--- src/rtl/led_effect_pkg.sv ---
// Shared definitions for the LED pattern engine.
// Contents:
//   mode_e  - pattern mode encoding, driven straight from the 2-bit mode pin.
package led_effect_pkg;

    typedef enum logic [1:0] {
        MODE_BOUNCE = 2'd0,
        MODE_ROTL   = 2'd1,
        MODE_ROTR   = 2'd2,
        MODE_FILL   = 2'd3
    } mode_e;

endpackage

--- src/rtl/led_chaser_prescaler.sv ---
// Programmable step prescaler for the LED pattern engine.
// Ports:
//   clk    in   system clock, rising edge
//   reset  in   asynchronous active-high reset
//   en     in   1 = count, 0 = freeze the counter
//   div    in   step period minus one, in clocks
//   fire   out  combinational: this edge is a pattern step edge
//   tick   out  registered one-clock pulse, high after each step edge
module led_prescaler #(
    parameter int DIV_W = 24
) (
    input  logic             clk,
    input  logic             reset,
    input  logic             en,
    input  logic [DIV_W-1:0] div,
    output logic             fire,
    output logic             tick
);

    logic [DIV_W-1:0] cnt_q, cnt_d;
    logic             tick_q, tick_d;

    // Compare with >= so that lowering div below the running count wraps at once.
    always_comb begin
        fire   = en && (cnt_q >= div);
        cnt_d  = cnt_q;
        tick_d = 1'b0;
        if (en) begin
            if (fire) begin
                cnt_d  = '0;
                tick_d = 1'b1;
            end else begin
                cnt_d  = cnt_q + 1'b1;
            end
        end
    end

    always_ff @(posedge clk or posedge reset) begin
        if (reset) begin
            cnt_q  <= '0;
            tick_q <= 1'b0;
        end else begin
            cnt_q  <= cnt_d;
            tick_q <= tick_d;
        end
    end

    assign tick = tick_q;

endmodule

--- src/rtl/led_chaser.sv ---
// LED pattern engine: WIDTH-bit pattern register stepped by the prescaler.
// Ports:
//   clk    in   system clock, rising edge
//   reset  in   asynchronous active-high reset
//   en     in   1 = prescaler runs, 0 = everything frozen
//   mode   in   0 bounce, 1 rotate-left, 2 rotate-right, 3 fill/drain
//   div    in   step period minus one, in clocks
//   q      out  LED pattern, registered
//   dir    out  1 = toward MSB / filling, 0 = toward LSB / draining
//   tick   out  one-clock pulse coincident with each pattern update
//
// Pattern FSM state is the latched mode (mode_q):
//   state        | meaning
//   MODE_BOUNCE  | single dot sweeping LSB<->MSB
//   MODE_ROTL    | single dot rotating toward MSB
//   MODE_ROTR    | single dot rotating toward LSB
//   MODE_FILL    | bar filling from LSB, then draining from LSB
module led_chaser
    import led_effect_pkg::*;
#(
    parameter int WIDTH = 8,
    parameter int DIV_W = 24
) (
    input  logic             clk,
    input  logic             reset,
    input  logic             en,
    input  logic [1:0]       mode,
    input  logic [DIV_W-1:0] div,
    output logic [WIDTH-1:0] q,
    output logic             dir,
    output logic             tick
);

    localparam logic [WIDTH-1:0] LSB_DOT  = {{(WIDTH-1){1'b0}}, 1'b1};
    localparam logic [WIDTH-1:0] MSB_DOT  = {1'b1, {(WIDTH-1){1'b0}}};
    localparam logic [WIDTH-1:0] ALL_ONES = {WIDTH{1'b1}};

    logic             fire;
    mode_e            mode_in;
    mode_e            mode_q, mode_d;
    logic [WIDTH-1:0] q_q, q_d;
    logic             dir_q, dir_d;
    logic             bounce_dn;
    logic             fill_dn;

    led_prescaler #(
        .DIV_W (DIV_W)
    ) u_prescaler (
        .clk   (clk),
        .reset (reset),
        .en    (en),
        .div   (div),
        .fire  (fire),
        .tick  (tick)
    );

    assign mode_in = mode_e'(mode);

    // Direction for the next step; end stops override the stored direction.
    always_comb begin
        bounce_dn = dir_q;
        if (q_q[WIDTH-1]) begin
            bounce_dn = 1'b0;
        end else if (q_q[0]) begin
            bounce_dn = 1'b1;
        end

        fill_dn = dir_q;
        if (q_q == ALL_ONES) begin
            fill_dn = 1'b0;
        end else if (q_q == '0) begin
            fill_dn = 1'b1;
        end
    end

    always_comb begin
        mode_d = mode_q;
        q_d    = q_q;
        dir_d  = dir_q;

        if (fire) begin
            if (mode_in != mode_q) begin
                // Mode change: load the new mode's seed instead of stepping.
                mode_d = mode_in;
                case (mode_in)
                    MODE_BOUNCE: begin q_d = LSB_DOT; dir_d = 1'b1; end
                    MODE_ROTL:   begin q_d = LSB_DOT; dir_d = 1'b1; end
                    MODE_ROTR:   begin q_d = MSB_DOT; dir_d = 1'b0; end
                    default:     begin q_d = '0;      dir_d = 1'b1; end
                endcase
            end else begin
                case (mode_q)
                    MODE_BOUNCE: begin
                        if (q_q == '0) begin
                            q_d   = LSB_DOT;
                            dir_d = 1'b1;
                        end else begin
                            q_d   = bounce_dn ? (q_q << 1) : (q_q >> 1);
                            dir_d = bounce_dn;
                        end
                    end
                    MODE_ROTL: begin
                        if (q_q == '0) begin
                            q_d   = LSB_DOT;
                            dir_d = 1'b1;
                        end else begin
                            q_d = {q_q[WIDTH-2:0], q_q[WIDTH-1]};
                        end
                    end
                    MODE_ROTR: begin
                        if (q_q == '0) begin
                            q_d   = MSB_DOT;
                            dir_d = 1'b0;
                        end else begin
                            q_d = {q_q[0], q_q[WIDTH-1:1]};
                        end
                    end
                    default: begin
                        // Empty bar is a legal fill state, so no recovery here.
                        q_d   = {q_q[WIDTH-2:0], fill_dn};
                        dir_d = fill_dn;
                    end
                endcase
            end
        end
    end

    always_ff @(posedge clk or posedge reset) begin
        if (reset) begin
            mode_q <= MODE_BOUNCE;
            q_q    <= LSB_DOT;
            dir_q  <= 1'b1;
        end else begin
            mode_q <= mode_d;
            q_q    <= q_d;
            dir_q  <= dir_d;
        end
    end

    assign q   = q_q;
    assign dir = dir_q;

endmodule

--- config.mk ---
export PLATFORM = sky130hd
export DESIGN_NAME = led_chaser
export DESIGN_NICKNAME = d
export VERILOG_FILES = /design/src/rtl/led_effect_pkg.sv /design/src/rtl/led_chaser_prescaler.sv /design/src/rtl/led_chaser.sv
export SDC_FILE = /design/constraint.sdc
export NUM_CORES = 1
export LEC_CHECK = 0
export BUFFER_PORTS_ARGS = -buffer_cell sky130_fd_sc_hd__buf_2
export CAP_MARGIN = 20
export CORE_UTILIZATION = 37
export CTS_CLUSTER_DIAMETER = 150
export DETAILED_ROUTE_END_ITERATION = 10
export HOLD_SLACK_MARGIN = 0.05
export SYNTH_ARGS = -nofsm -noshare
export SYNTH_HDL_FRONTEND = slang
export SYNTH_HIERARCHICAL = 1
export SYNTH_SLANG_ARGS = --single-unit
--- constraint.sdc ---
create_clock -name clk -period 8.9 [get_ports clk]
set_clock_uncertainty 0.1 [all_clocks]
set_input_delay 0.445 -clock clk [delete_from_list [all_inputs] [get_ports clk]]
set_output_delay 0.445 -clock clk [all_outputs]
set_load 0.05 [all_outputs]
==> out/metrics.cfg <==
[cells_and_area]
final_cell_mix=38 x buf_2, 34 x dfrtp_1, 33 x inv_1
fill_cells=731
stdcell_count=427
drive_gt1_share_pct=23.26
area_growth_syn_to_layout_pct=13.53
final_common_cell=buf_2
fin_nets=384
multi_input_area_um2=1584
regArea_um2=903.4
n_antenna_cell=0

[yosys]
async_flop_share_pct=100.0
synthDistinctLibCells=53
syn_area_um2=2690
synth-edff-count=0
ys_ff_latch=36
syn_inst=292
syn_avg_cell_area_um2=9.213
yosysSeqAreaShare_pct=33.58
synthFlopType=dfrtp_1
synth_fp_nets=346
ys_warn_count=6

[placed_design]
placed_cells=418
port_buffers=38
dp_slack_ps=5624
dpl.hpwl_um=4269
gp_congestion=0.8616

[clock_tree]
cts_buffers=5
cts_resized=0
clock_latency_ps=290
clk_pin_slew_ps=80
cts_tree=yes
cts.sinks=36
cts_buffer_depth=2
cts_hold_buf=0
post_cts_buffers=0
htree_levels=2
root_buffer=clkbuf_8

[drt]
postRouteAntennaNets=0
drt_pass1_iterations=4
vias_per_cell=5.192
drc=0
drt-wirelength-per-cell_um=13.65
drt-total-wl_um=5830
drt_iter0_drc=79
vias=2217

[pwr]
switching_share_pct=39.18
p_leak_uw=0.001482
ir_worst_vdd_mv=0.1517
netSwitchingPower_uw=210.2
cell_internal_pwr_uw=326.2
power_density_nw_per_um2=175.6
combPwrFrac_pct=34.4
power_uw=536.4
p_seq_share_pct=42.4
clkPwrFrac_pct=23.2

[min_path]
hp-class=in2async

[critical_path]
cp_max_fo=19
path_cells=ha_1 -> a21oi_1 -> a21boi_0 -> o21ai_0 -> and4_4 -> or3_1 -> and2_2 -> nand3_1 -> a211oi_1 -> a221o_1
path_class=reg2reg
max_stage_delay_ps=600
slowest_stage=a211oi_1
cp-start-kind=flip-flop
r2r-end=q[3]
r2r_cells=10
worstPathArrival_ps=3280
critPathRequiredTime_ps=9030
timing.rr.start=u_prescaler/cnt_q[5]
r2r_setup_slack_ps=5740
crit_path_end_kind=flip-flop

[global_routing]
antenna_found_initial=0
grt-ovfl-total=0
grt_start_max_net_pins=33
grt_pass1_wl_um=9984
grt_pass1_vias=2115
grt_util_all_layers_pct=16.93

[floorplanning]
dieWidth_um=87.27
start_util_pct=38.95
die_h_um=87.27
row_count=30
ios=39
dieArea_um2=7615
coreArea_um2=6907

[timing]
finalSetupViolations=0
clock.fmax_ghz=0.3168
finalWorstSetupSlack_ps=5743
rsz0062_at_grt=no
holdWs_ps=47.10
fin_setup_tns_ps=0
final-max-slew-violation-count=0
tightest_slew_ps=725.2
relSlewSlack_pct=51.65
period_share_pct=35.47
fin_crit_ps=3157
hold_viol_final=0

[flow_run]
max_cap_viol_count=0

[status]
status=finished clean

==> routing by layer <==
metal | track usage, % | wire length [um]
met1 | 22.37 | 2768
met2 | 28.13 | 2756
met3 | 2.938 | 234
met4 | 5.365 | 71
met5 | 0 | 0
==> layout make-up <==
type / instances / area share (%)
Inverter: 34 / 4.179
Timing Repair Buffer: 40 / 7.374
Tap cell: 96 / 3.933
Multi-Input combinational cell: 213 / 51.86
Clock inverter: 1 / 0.2458
Sequential cell: 36 / 29.58
Clock buffer: 7 / 2.827
==> flip-flops by register name, indices dropped and copies added, names as in the netlist <==
| signal | flops |
|---|---|
| u_prescaler/tick | 1 |
| q | 8 |
| dir | 1 |
| mode_q | 2 |
| u_prescaler/cnt_q | 24 |
==> synthesized netlist by cell type (all sizes together), types with 4 or more instances <==
library cell  instances  share of area, %
dfrtp                34                32
inv                  34               4.7
a21oi                30               8.0
ha                   25                12
nand2                22               3.1
o21ai                14               2.6
xnor2                10               3.3
xor2                 10               3.3
nand3                 9               1.7
nor2                  9               1.3
and3                  8               1.9
nor3                  8               1.7
nand4                 7               1.6
nor2b                 7               1.6
a221o                 5               1.9
clkbuf                5              0.70
buf                   4               2.1
nand2b                4               1.2
==> power by group through the flow <==
stage	Sequential, uW	Combinational (uW)	Clock, uW
4_1_cts	228	184	128
2_1_floorplan	249	120	0
5_1_grt	234	206	135
3_3_place_gp	232	184	0
3_5_place_dp	230	183	0
6_report	228	184	124
==> per-stage QoR <==
stage | util, % | instance area (um2)
after floorplan | - | 2690
after global placement | 42.46 | 2933
after detailed placement | 42.46 | 2933
after CTS | 43.82 | 3027
after global routing | 44.22 | 3054
final | 44.22 | 3054
==> how the worst max path moves through the flow <==
| stage | from | cells after the start | endpoint |
|---|---|---|---|
| 2_1_floorplan | div[21] | 13 | q[5] |
| 3_3_place_gp | div[5] | 12 | q[4] |
| 6_report | u_prescaler/cnt_q[5] | 10 | q[3] |
| 4_1_cts | u_prescaler/cnt_q[0] | 11 | q[3] |
| 5_1_grt | u_prescaler/cnt_q[5] | 10 | q[3] |
| 3_5_place_dp | div[5] | 12 | q[4] |
==> worst max-delay path, delay by kind of cell (launching register included) <==
| family | cells | cell delay [ps] |
|---|---|---|
| flops | 1 | 420 |
| compound gates | 5 | 1290 |
| simple gates | 4 | 970 |
| fa+ha+maj | 1 | 300 |
==> cell families (layout without fill, tap and decap cells) <==
logic type | after synthesis | count (layout) | synth area share, %
compound gates | 77 | 77 | 21.95
flops | 36 | 36 | 33.58
xor+xnor | 20 | 20 | 6.511
simple gates | 91 | 91 | 18.79
fa+ha+maj | 25 | 25 | 11.63
buf+inv | 43 | 82 | 7.535
(Power assumes the default switching activity.)
